===== src/rtl/ctrl_pkg.sv =====
// Shared pipeline-control definitions: opcodes, operand-source codes, scoreboard entry and decode helpers.
package ctrl_pkg;

    localparam logic [3:0] OP_NOP    = 4'h0;
    localparam logic [3:0] OP_LOAD   = 4'h8;
    localparam logic [3:0] OP_STORE  = 4'h9;
    localparam logic [3:0] OP_BRANCH = 4'hC;

    localparam logic [1:0] FWD_RF  = 2'd0;
    localparam logic [1:0] FWD_EX  = 2'd1;
    localparam logic [1:0] FWD_MEM = 2'd2;
    localparam logic [1:0] FWD_WB  = 2'd3;

    typedef struct packed {
        logic       valid;
        logic       is_load;
        logic [3:0] rd;
    } sb_entry_t;

    function automatic logic [3:0] ir_opcode(input logic [15:0] ir);
        return ir[15:12];
    endfunction

    function automatic logic [3:0] ir_rd(input logic [15:0] ir);
        return ir[11:8];
    endfunction

    function automatic logic [3:0] ir_rs1(input logic [15:0] ir);
        return ir[7:4];
    endfunction

    function automatic logic [3:0] ir_rs2(input logic [15:0] ir);
        return ir[3:0];
    endfunction

    function automatic logic writes_rd(input logic [3:0] op, input logic [3:0] rd);
        return (op != OP_NOP) && (op != OP_STORE) && (op != OP_BRANCH) && (rd != 4'd0);
    endfunction

    function automatic logic reads_rs1(input logic [3:0] op);
        return op != OP_NOP;
    endfunction

    function automatic logic reads_rs2(input logic [3:0] op);
        return (op != OP_NOP) && (op != OP_LOAD);
    endfunction

    // r0 is hardwired zero, so a zero source never matches.
    function automatic logic slot_hit(input sb_entry_t e, input logic [3:0] rs, input logic en);
        return en && (rs != 4'd0) && e.valid && (e.rd == rs);
    endfunction

endpackage


===== src/rtl/hazard_sb.sv =====
// Three-slot in-flight destination scoreboard (EX -> MEM -> WB) with bubble insertion.
module hazard_sb
    import ctrl_pkg::*;
(
    input  logic      clk,
    input  logic      rst,
    input  sb_entry_t id_entry_i,
    input  logic      bubble_i,
    output sb_entry_t ex_o,
    output sb_entry_t mem_o,
    output sb_entry_t wb_o
);

    sb_entry_t ex_q, mem_q, wb_q;
    sb_entry_t ex_d;

    always_comb begin
        ex_d = id_entry_i;
        if (bubble_i) begin
            ex_d = '0;
        end
    end

    always_ff @(posedge clk) begin
        if (!rst) begin
            ex_q  <= '0;
            mem_q <= '0;
            wb_q  <= '0;
        end else begin
            ex_q  <= ex_d;
            mem_q <= ex_q;
            wb_q  <= mem_q;
        end
    end

    assign ex_o  = ex_q;
    assign mem_o = mem_q;
    assign wb_o  = wb_q;

endmodule


===== src/rtl/hazard_unit.sv =====
// Issue-side RAW hazard detection: stalls ID until producers leave WB.
// Optional HAZARD_FORWARDING_EN: operand forwarding with load-use-only stalls.
module hazard_unit
    import ctrl_pkg::*;
#(
    parameter int unsigned NREG = 16,
    parameter int unsigned IRW  = 16,
    parameter int unsigned CNTW = 16
) (
    input  logic            clk,
    input  logic            rst,
    input  logic [IRW-1:0]  i_ir_id,
    input  logic            i_id_valid,
    output logic            o_stall,
    output logic            o_bubble,
    output logic [1:0]      o_fwd_a,
    output logic [1:0]      o_fwd_b,
    output logic [CNTW-1:0] o_stall_cnt
);

    localparam int unsigned RAW = $clog2(NREG);

    sb_entry_t       sb_ex, sb_mem, sb_wb, id_entry;
    logic [3:0]      opcode, rd;
    logic [RAW-1:0]  rs1, rs2;
    logic            rs1_en, rs2_en;
    logic            ha_ex, ha_mem, ha_wb, hb_ex, hb_mem, hb_wb;
    logic            hazard_c;
    logic [1:0]      fwd_a_c, fwd_b_c;
    logic [CNTW-1:0] stall_cnt_q, stall_cnt_d;
    logic            unused_is_load;

    // Decode ID, compare sources against every in-flight destination.
    always_comb begin
        opcode           = ir_opcode(i_ir_id[15:0]);
        rd               = ir_rd(i_ir_id[15:0]);
        rs1              = ir_rs1(i_ir_id[15:0]);
        rs2              = ir_rs2(i_ir_id[15:0]);
        rs1_en           = reads_rs1(opcode);
        rs2_en           = reads_rs2(opcode);
        id_entry.valid   = writes_rd(opcode, rd);
        id_entry.is_load = (opcode == OP_LOAD);
        id_entry.rd      = rd;
        ha_ex            = slot_hit(sb_ex,  rs1, rs1_en);
        ha_mem           = slot_hit(sb_mem, rs1, rs1_en);
        ha_wb            = slot_hit(sb_wb,  rs1, rs1_en);
        hb_ex            = slot_hit(sb_ex,  rs2, rs2_en);
        hb_mem           = slot_hit(sb_mem, rs2, rs2_en);
        hb_wb            = slot_hit(sb_wb,  rs2, rs2_en);
        hazard_c         = 1'b0;
        fwd_a_c          = FWD_RF;
        fwd_b_c          = FWD_RF;
`ifdef HAZARD_FORWARDING_EN
        hazard_c = (ha_ex || hb_ex) && sb_ex.is_load;
        fwd_a_c  = ha_ex ? FWD_EX : ha_mem ? FWD_MEM : ha_wb ? FWD_WB : FWD_RF;
        fwd_b_c  = hb_ex ? FWD_EX : hb_mem ? FWD_MEM : hb_wb ? FWD_WB : FWD_RF;
`else
        hazard_c = ha_ex || ha_mem || ha_wb || hb_ex || hb_mem || hb_wb;
`endif
    end

    assign unused_is_load = ^{sb_ex.is_load, sb_mem.is_load, sb_wb.is_load};

    // Outputs are forced to their idle values while reset is held.
    assign o_stall  = rst && i_id_valid && hazard_c;
    assign o_bubble = !rst || o_stall || !i_id_valid;
    assign o_fwd_a  = rst ? fwd_a_c : FWD_RF;
    assign o_fwd_b  = rst ? fwd_b_c : FWD_RF;

    hazard_sb u_sb (
        .clk        (clk),
        .rst        (rst),
        .id_entry_i (id_entry),
        .bubble_i   (o_bubble),
        .ex_o       (sb_ex),
        .mem_o      (sb_mem),
        .wb_o       (sb_wb)
    );

    // Saturating stall-cycle counter.
    always_comb begin
        stall_cnt_d = stall_cnt_q;
        if (o_stall && !(&stall_cnt_q)) begin
            stall_cnt_d = stall_cnt_q + CNTW'(1);
        end
    end

    always_ff @(posedge clk) begin
        if (!rst) begin
            stall_cnt_q <= '0;
        end else begin
            stall_cnt_q <= stall_cnt_d;
        end
    end

    assign o_stall_cnt = stall_cnt_q;

endmodule


===== config.mk =====
export PLATFORM = sky130hd
export DESIGN_NAME = hazard_unit
export DESIGN_NICKNAME = d
export VERILOG_FILES = /design/src/rtl/ctrl_pkg.sv /design/src/rtl/hazard_sb.sv /design/src/rtl/hazard_unit.sv
export SDC_FILE = /design/constraint.sdc
export NUM_CORES = 1
export LEC_CHECK = 0
export ABC_CLOCK_PERIOD_IN_PS = 2000
export BUFFER_PORTS_ARGS = -buffer_cell sky130_fd_sc_hd__buf_2
export CORE_MARGIN = 2
export CORE_UTILIZATION = 53
export CTS_BUF_LIST = sky130_fd_sc_hd__clkbuf_16
export DETAILED_ROUTE_END_ITERATION = 12
export GPL_ROUTABILITY_DRIVEN = 1
export MAX_ROUTING_LAYER = met4
export PLACE_DENSITY = 0.81
export SETUP_SLACK_MARGIN = 0.15
export SLEW_MARGIN = 40
export SYNTH_ARGS = -nofsm -noshare
export SYNTH_HDL_FRONTEND = slang
export SYNTH_SLANG_ARGS = --single-unit

===== constraint.sdc =====
create_clock -name clk -period 2 [get_ports clk]
set_input_delay 0.3 -clock clk [delete_from_list [all_inputs] [get_ports clk]]
set_output_delay 0.3 -clock clk [all_outputs]
set_load 0.01 [all_outputs]

## Word level (Yosys, flattened, before mapping)

Cells that the tools add are included.

- Output and inout port bits: 22
- Word-level logic and storage cells: 55
- Register bits after elaboration: 31

- Reduce and logical (&&, ||, !) cells: 37
- Bitwise logic cells: 1
- Add/sub/neg operators: 1
- Equal/unequal tests: 9

Operators with widths:

| cell | count |
|---|---|
| $eq 4x4->1 | 6 |
| $logic_and 1x1->1 | 21 |
| $add 16x1->16 const B | 1 |
| $reduce_and 16->1 | 1 |
| $reduce_bool 4->1 | 4 |
| $ne 4x4->1 const B | 3 |
| $logic_or 1x1->1 | 7 |
| $logic_not 1->1 | 3 |
| $reduce_or 2->1 | 1 |
| $not 1->1 | 1 |

## Logic depth before layout (Yosys ltp)

Gate-level depths: netlist (run 1).

- Word-level depth: 13
- Mapped depth: 9

## Cells and area by module

From an unflattened synthesis (run 1), not the netlist that was laid out.

- Cells, all modules: 191
- Area total of the unflattened synthesis: 1,735.4 um2

Modules (own cells, without submodules):

| module | sequential area each (um2) | area each (um2) | cells an instance | times used |
|---|---|---|---|---|
| hazard_unit | 320.3 | 1,218.7 | 154 | 1 |
| hazard_sb | 360.3 | 516.7 | 37 | 1 |

## Least setup slack after synthesis (run 1)

OpenSTA, ideal clock, no wires.

- Path kind: register to register
- Start: register stall_cnt_q[6] (netlist: o_stall_cnt[6])
- End: register stall_cnt_q[14] (netlist: o_stall_cnt[14])
- Period minus slack after synthesis: 1,912 ps
- Cell stages (with the launch flop): 7
- Buffers on the path: 0
- Arrival: 1,842 ps
- Setup time: 70 ps
- Slack: 88 ps
- Path through: dfxtp_1 > and3_1 > and3_4 > nand3_4 > or4_1 > or3_1 > a21boi_1

- Cells in the longest elaborated chain, start to end: 3
- Elaborated cells on any way between the ends: 4

RTL lines:

| item | line | text |
|---|---|---|
| from (decl) | hazard_unit.sv:30 | `logic [CNTW-1:0] stall_cnt_q, stall_cnt_d;` |
| from (signal assigned) | hazard_unit.sv:92 | `stall_cnt_q <= stall_cnt_d;` |
| branches (longest 3 deep; another with $add 16x1->16) | -- |  |

Several ways; the timed one is not identified.
A chain may end at the register's enable or synchronous reset.

## Worst setup path after layout (run 1)

- Start: register u_sb.wb_q (netlist bit u_sb.wb_o[1])
- End: output o_stall

- Cells in the longest elaborated chain, start to end: 7
- Elaborated cells on any way between the ends: 9

RTL lines:

| item | line | text |
|---|---|---|
| from (decl) | hazard_sb.sv:14 | `sb_entry_t ex_q, mem_q, wb_q;` |
| from (signal assigned) | hazard_sb.sv:32 | `wb_q <= mem_q;` |
| $eq 4x4->1 | ctrl_pkg.sv:50 | `return en && (rs != 4'd0) && e.valid && (e.rd == rs);` |
| $logic_and 1x1->1 | ctrl_pkg.sv:50 |  |
| $logic_or 1x1->1 (3 in series) | hazard_unit.sv:58 | `hazard_c = ha_ex \|\| ha_mem \|\| ha_wb \|\| hb_ex \|\| hb_mem \|\| hb_wb;` |
| $logic_or 1x1->1 (*) | hazard_unit.sv:58 |  |
| $logic_and 1x1->1 (*) | hazard_unit.sv:65 | `assign o_stall = rst && i_id_valid && hazard_c;` |
| to (decl) | hazard_unit.sv:14 | `output logic o_stall,` |

Mark *: on every way between the ends. The rest lies on a longest branch, timed or not.

==> results of run 1 <==
## kinds of logic after synthesis
kind of cell               share of synthesized area
and+or+nand+nor                                0.308
DFF                                            0.368
xor gates and xnor gates                       0.125
AOI/OAI and AO/OA                             0.0986
buffers and inverters                         0.0445
muxes                                         0.0474
adders and majority gates                    0.00741
other                                        0.00222
## layer usage
metal  vias to the layer above  part of all wire  wire length (um)  global-route usage
met5                         -                 0                 0                   -
met4                         0             0.024               113               0.134
met3                        12             0.039               183              0.0704
met2                        48              0.51              2400               0.466
met1                       749              0.42              1960               0.308
li1                        778                 -                 -                   -
## what timing repair did
action / in CTS / in global routing
gates cloned: 1 / 0
hold buffers: 0 / 0
setup buffers: 4 / 0
endpoints found under the setup margin: 8 / 22
gates resized for setup: 23 / 34
pin swaps: 10 / 20
## report_power, final
part	total [mW]	switching [mW]	internal [mW]
logic	0.170	0.0889	0.0807
clock network	0.849	0.269	0.580
registers	0.639	0.0122	0.627
total	1.66	0.370	1.29
## final cells by class
type	instances	area, um2
timing repair buffer	55	372
clock buffer	5	125
clock inverter	3	38.8
multi-input combinational	148	1210
fill	214	598
sequential	31	646
inverter	1	3.75
tap	44	55.1
## through the flow
stage / setup TNS (ns) / std cells / power (mW) / util / cell area (um2)
2_1_floorplan: 0 / 192 / 0.730 / - / 1710
3_3_place_gp: -0.382 / 275 / 0.783 / 0.652 / 1990
3_5_place_dp: -0.435 / 275 / 0.786 / 0.652 / 1990
4_1_cts: -0.0516 / 288 / 1.65 / 0.765 / 2330
5_1_grt: -0.497 / 287 / 1.71 / 0.804 / 2450
6_report: -0.0984 / 287 / 1.66 / 0.804 / 2450
## flip-flops by register name (all words and copies together), names as in the netlist
name	count
o_stall_cnt	16
u_sb.ex_o	5
u_sb.mem_o	5
u_sb.wb_o	5
## critical path, stage by stage, from the launching register on
cell and delay (ns):
dfxtp_2 0.34, xor2_1 0.21, nor3_2 0.08, nand3_1 0.11
nand3_2 0.10, a211oi_4 0.31, buf_12 0.16, nor2_2 0.03
buf_2 0.13
## worst min path at each step
| stage | from | end | slack [ns] |
|---|---|---|---|
| global placement | o_stall_cnt[8] | o_stall_cnt[8] | 0.45 |
| detailed placement | o_stall_cnt[8] | o_stall_cnt[8] | 0.46 |
| global route | i_ir_id[10] | u_sb.ex_o[2] | 0.28 |
| floorplan | rst | o_stall_cnt[7] | 0.44 |
| finish | i_ir_id[13] | u_sb.ex_o[5] | 0.27 |
| CTS | i_ir_id[9] | u_sb.ex_o[1] | 0.26 |
## synthesized netlist by cell type, types with 6 or more instances
| cell | instances | share of area |
|---|---|---|
| nor3_1 | 6 | 0.018 |
| xor2_1 | 12 | 0.062 |
| nand3_1 | 12 | 0.036 |
| xnor2_1 | 12 | 0.062 |
| and2_1 | 11 | 0.041 |
| and3_1 | 7 | 0.026 |
| nor4_1 | 6 | 0.022 |
| buf_4 | 6 | 0.027 |
| nand2b_1 | 8 | 0.030 |
| dfxtp_1 | 31 | 0.37 |
| mux2i_1 | 8 | 0.047 |
| nand2_1 | 20 | 0.044 |
## cell usage in the layout, fill, tap and decap left out, types with 2 or more instances in the layout
cell type and count:
nand2b_1 8, xnor2_2 2, nor2b_1 2, nor3_1 4, nand4_1 3, dfxtp_2 11, buf_2 32, o21bai_1 2
mux2i_1 8, clkbuf_16 5, nor2_1 3, o41ai_1 2, and3_4 3, buf_6 7, dfxtp_1 17, nand2_1 20
conb_1 4, xnor2_1 10, or4_1 2, o311a_1 2, o311ai_1 3, nor3_2 3, nor4_4 4, o41ai_2 2
and3_1 5, or3_1 2, buf_4 15, nand3_1 11, dfxtp_4 3, xor2_1 11, and2_1 11
==> key figures, run 1 <==
Run status
  – Status: finished, violations left
  – Failing checks: negative setup slack

Cells and area
  – Ant diodes: 0
  – Syn-to-layout area delta: 45.4%
  – Fraction of layout instances using a drive strength above 1: 0.424
  – Nets: about 260

STA
  – Final setup violation count: 2
  – Final hold slack: 0.268 ns
  – Pins Over Slew Limit: 0
  – Worst Setup Slack, final: -0.0538 ns
  – Final Skew: around 0.0030 ns
  – Max Clock Freq: roughly 490 MHz
  – Tmin final: just over 2 ns
  – Unrepaired setup endpoints after global routing: true
  – Fin. Hold Viols: 0
  – Part of the cycle the worst path needs: 1.03

Global route
  – Largest net degree at the start of global routing: 36
  – Gr usage total: 0.278
  – GR Overflow Total: 0
  – Initial antenna violation count: 0
  – First-pass GRT wire length: 7.20 mm
  – Vias in the first global route: 1553

Critical path
  – Critical Path End: o_stall
  – Critical Path RT: about 1.7 ns
  – Crit Path Category: flip-flop to output port
  – Worst Reg-to-Reg Cells: 6
  – CP arrival: about 1.8 ns
  – Reg-to-Reg End: o_stall_cnt[14]
  – Startpoint Class: flip-flop
  – CP max FO: 4
  – Worst R2R Start: o_stall_cnt[7]
  – Reg2reg setup slack: roughly 0.01 ns
  – CP Launch Point: u_sb.wb_o[1]
  – Crit. End Element: output port

Route
  – Vias: around 1.6k
  – Via density per instance: 5.53
  – First-pass detailed-route iteration total: 4
  – DRT iter0 DRCs: 61
  – Drt drc: 0
  – Drt total wl: around 4.7 mm
  – Detail Route Antenna Nets: 0
  – DR WL/cell: between 15 and 20 um

Clock network
  – H-tree depth: 2
  – TritonCTS clock tree: done
  – CTS max path bufs: 2
  – Clk sink count: 31
  – Root buffer cell: clkbuf_16
  – Num CTS Buffers: 5
  – Worst-path clk slew: 0.05 ns
  – Skew-Pair Late Insertion Delay: between 0.2 and 0.3 ns

Place
  – Gpl congestion: approximately 0.93
  – Pre-CTS setup slack: -0.0742 ns
  – HPWL Detailed: around 2.6 mm
  – Count of buffers from port buffering: 36

Synth
  – Gate Count Post-Synth: approximately 190
  – Syn_area_per_cell: 8.93 um2
  – Main synth FF type: dfxtp_1
  – Sequential area share after synthesis: 0.368
  – Synth warn: 0
  – Mapped Area: between 1500 and 2000 um2
  – Post-synth EDFFs: 0
  – Post-synth cell types: 38
  – FFs w/ async S/R, synth: 0
  – Synth Register Bits: 31

Floorplanning
  – Die X: between 60 and 70 um
  – Die area: 3650 um2
  – Row Count: 20
  – IO Count: slightly above 40
  – Initial Util: 0.553
  – Core area: approximately 3100 um2
  – Die height: 60.4 um

Worst hold path
  – Hold WC Path Type: input port to flip-flop
  – WHS Path Cells: 3

Power
  – Pwr Density: around 680 nW/um2
  – Worst VDD drop: 0.494 mV
  – Leak Pwr: approximately 0.97 nW

Run
  – MaxCap Viol Count: 0
Note: power is estimated with default switching activity, not from simulation.
==> run 2: changes to the inputs <==
--- a/constraint.sdc
+++ b/constraint.sdc
@@ -3,2 +3,2 @@
 set_output_delay 0.3 -clock clk [all_outputs]
-set_load 0.01 [all_outputs]
+set_load 0.1 [all_outputs]
==> key figures, run 2 (synthesis gave the netlist of run 1 again) <==
Run status
  – Status: finished, violations left
  – Failing checks: negative setup slack

STA
  – Final setup violation count: 3 (+1)
  – Max Clock Freq: 475 MHz (-2.4%)
  – Pins Over Slew Limit: 0 (unchanged)
  – Unrepaired setup endpoints after global routing: true
  – Worst Setup Slack, final: -0.105 ns (-0.0511 ns)
  – Final Skew: 0.00444 ns (+0.00146 ns)
  – Fin. Hold Viols: 0 (unchanged)
  – Setup TNS: -0.229 ns (-0.131 ns)
  – Tmin final: 2.10 ns (+0.0511 ns)
  – Part of the cycle the worst path needs: 1.05 (+0.0255)

Run
  – MaxCap Viol Count: 0 (unchanged)

Clock network
  – Clk sink count: 31 (unchanged)
  – Hold buffer count at cts: 0 (unchanged)
  – H-tree depth: 2 (unchanged)
  – Worst-path clk slew: 0.05 ns (about the same)
  – TritonCTS clock tree: done
  – Num CTS Buffers: 5 (unchanged)
  – Root buffer cell: clkbuf_16
  – CTS max path bufs: 2 (unchanged)
  – Skew-Pair Late Insertion Delay: 0.28 ns (about the same)

Cells and area
  – Most common cell after layout, fill and taps aside: buf_2
  – Ant diodes: 0 (unchanged)
  – Number of flip-flops in the largest register: 16 (unchanged)
  – Nets: 270 (+3.1%)
  – Fraction of layout instances using a drive strength above 1: 0.490 (+0.0662)
  – Filler cells: 185 (-14%)
  – Core Util, Final: 0.855 (+0.0512)
  – Syn-to-layout area delta: 54.7%
  – Most frequent cells in the layout: buf_2, buf_4, nand2_1

Critical path
  – Worst Path Buf+Inv: 3 (+1)
  – Critical-path cell list: buf_6 -> xor2_2 -> nor3_2 -> nand3_1 -> nand3_2 -> a211oi_4 -> buf_12 -> nor2_4 -> buf_12
  – Slowest cell on crit path: dfxtp_2
  – Crit Path Category: flip-flop to output port
  – Startpoint Class: flip-flop
  – CP most frequent cell: buf_12
  – Critical Path RT: 1.70 ns (about the same)
  – CP arrival: 1.80 ns (+0.05 ns)
  – Crit. End Element: output port
  – CP max FO: 4 (unchanged)
  – Crit-path max cell delay: 0.34 ns (about the same)
  – CP top delay family: buffers and inverters

Global route
  – Vias in the first global route: 1481 (-4.6%)
  – First-pass GRT wire length: 6.91 mm (-3.9%)
  – Largest net degree at the start of global routing: 24 (-33%)
  – GR Overflow Total: 0 (unchanged)
  – Initial antenna violation count: 0 (unchanged)
  – Gr usage total: 0.269 (-0.00833)

Place
  – Gpl congestion: 0.963 (+3.3%)
  – HPWL Detailed: 2.76 mm (+5.6%)
  – Count of buffers from port buffering: 36 (unchanged)

Route
  – Detail Route Antenna Nets: 0 (unchanged)
  – DR WL/cell: 16.6 um (+2.6%)
  – DRT iter0 DRCs: 80 (+31%)
  – Vias: 1652 (+4.1%)
  – Drt drc: 0 (unchanged)
  – Drt total wl: 4.91 mm (+5.5%)
  – First-pass detailed-route iteration total: 4 (unchanged)
  – Via density per instance: 5.60 (+1.3%)

Floorplanning
  – Die X: 60.4 um (unchanged)
  – Core area: 3050 um2 (unchanged)
  – Initial Util: 0.553 (unchanged)
  – Die height: 60.4 um (unchanged)
  – Row Count: 20 (unchanged)
  – IO Count: 41 (unchanged)
  – Die area: 3650 um2 (unchanged)

Power
  – Comb pwr share: 0.149 (+0.047)
  – Internal Power: 1.16 mW (-9.9%)
  – Worst VDD drop: 0.639 mV (+29%)
  – Sw frac: 0.258 (+0.0349)
  – Leak Pwr: 1.05 nW (+8.0%)
  – Register share of total power: 0.401 (+0.015)
  – Clock group share of total power: 0.449 (-0.063)
  – NetSw: 404 uW (+9.1%)
  – Pwr Density: 599 nW/um2 (-11%)

Worst hold path
  – Hold WC Path Type: input port to flip-flop
run 2: cell types whose count changed in the layout (fill, tap and decap cells not counted), moves of 2 or more:
cell / previous run / this run
buf_12: 1 / 4
buf_4: 15 / 23
buf_6: 7 / 2
dfxtp_1: 17 / 7
dfxtp_2: 11 / 14
dfxtp_4: 3 / 10
o311ai_1: 3 / 1
o311ai_4: 1 / 3
run 2: worst register-to-register path, cell delays in order (launching register included):
cell and delay [ns]:
dfxtp_2 0.32, buf_4 0.14, xnor2_2 0.13, nand4_1 0.15, nor4_4 0.22, a211oi_4 0.09, buf_4 0.17, clkbuf_16 0.17
o41ai_1 0.48
run 2: power groups by stage:
| stage | registers [mW] | clock network, mW | logic (mW) |
|---|---|---|---|
| 6_report | 0.628 | 0.703 | 0.233 |
| 5_1_grt | 0.628 | 0.747 | 0.248 |
| 4_1_cts | 0.627 | 0.716 | 0.210 |
| 3_5_place_dp | 0.639 | 0 | 0.192 |
| 3_3_place_gp | 0.638 | 0 | 0.190 |
| 2_1_floorplan | 0.640 | 0 | 0.125 |
run 2: final timing paths:
kind	startpoint	to	slack (ns)	cells after the start
worst max register to register	u_sb.mem_o[0]	o_stall_cnt[7]	-0.02	8
worst min-delay path	i_ir_id[9]	u_sb.ex_o[1]	0.27	2
worst max-delay path	u_sb.mem_o[0]	o_stall	-0.10	9
worst min register to register	o_stall_cnt[0]	o_stall_cnt[0]	0.46	1
run 2: routing by layer:
layer | wire length [um] | track usage
met3 | 215 | 0.0704
met1 | 1970 | 0.299
met2 | 2620 | 0.453
met5 | 0 | -
met4 | 102 | 0.121
run 2: cell type report:
cell class	count	area [um2]	share of cell area
clock inverters	3	11.3	0.00431
flip-flops and latches	31	676	0.259
well taps	44	55.1	0.0211
multi-input cells	148	1260	0.484
inverters	1	3.75	0.00144
repair buffers	63	475	0.182
clock buffers	5	125	0.0479
run 2: per-stage QoR:
stage | hold slack [ns] | instance area [um2] | instances | worst slack [ns] | total power, mW
after floorplan | 0.440 | 1790 | 192 | 0.0245 | 0.765
after global placement | 0.443 | 2110 | 279 | -0.212 | 0.828
after detailed placement | 0.451 | 2110 | 279 | -0.220 | 0.831
after CTS | 0.259 | 2410 | 291 | -0.0839 | 1.55
after global routing | 0.272 | 2610 | 295 | -0.213 | 1.62
final | 0.267 | 2610 | 295 | -0.105 | 1.56
run 2: repair_timing:
item / 4_1_cts / 5_1_grt
setup buffers: 4 / 3
gates resized for setup: 32 / 26
pin swaps: 5 / 9
endpoints found under the hold margin: 0 / 0
cloned: 0 / 1
endpoints found under the setup margin: 16 / 18
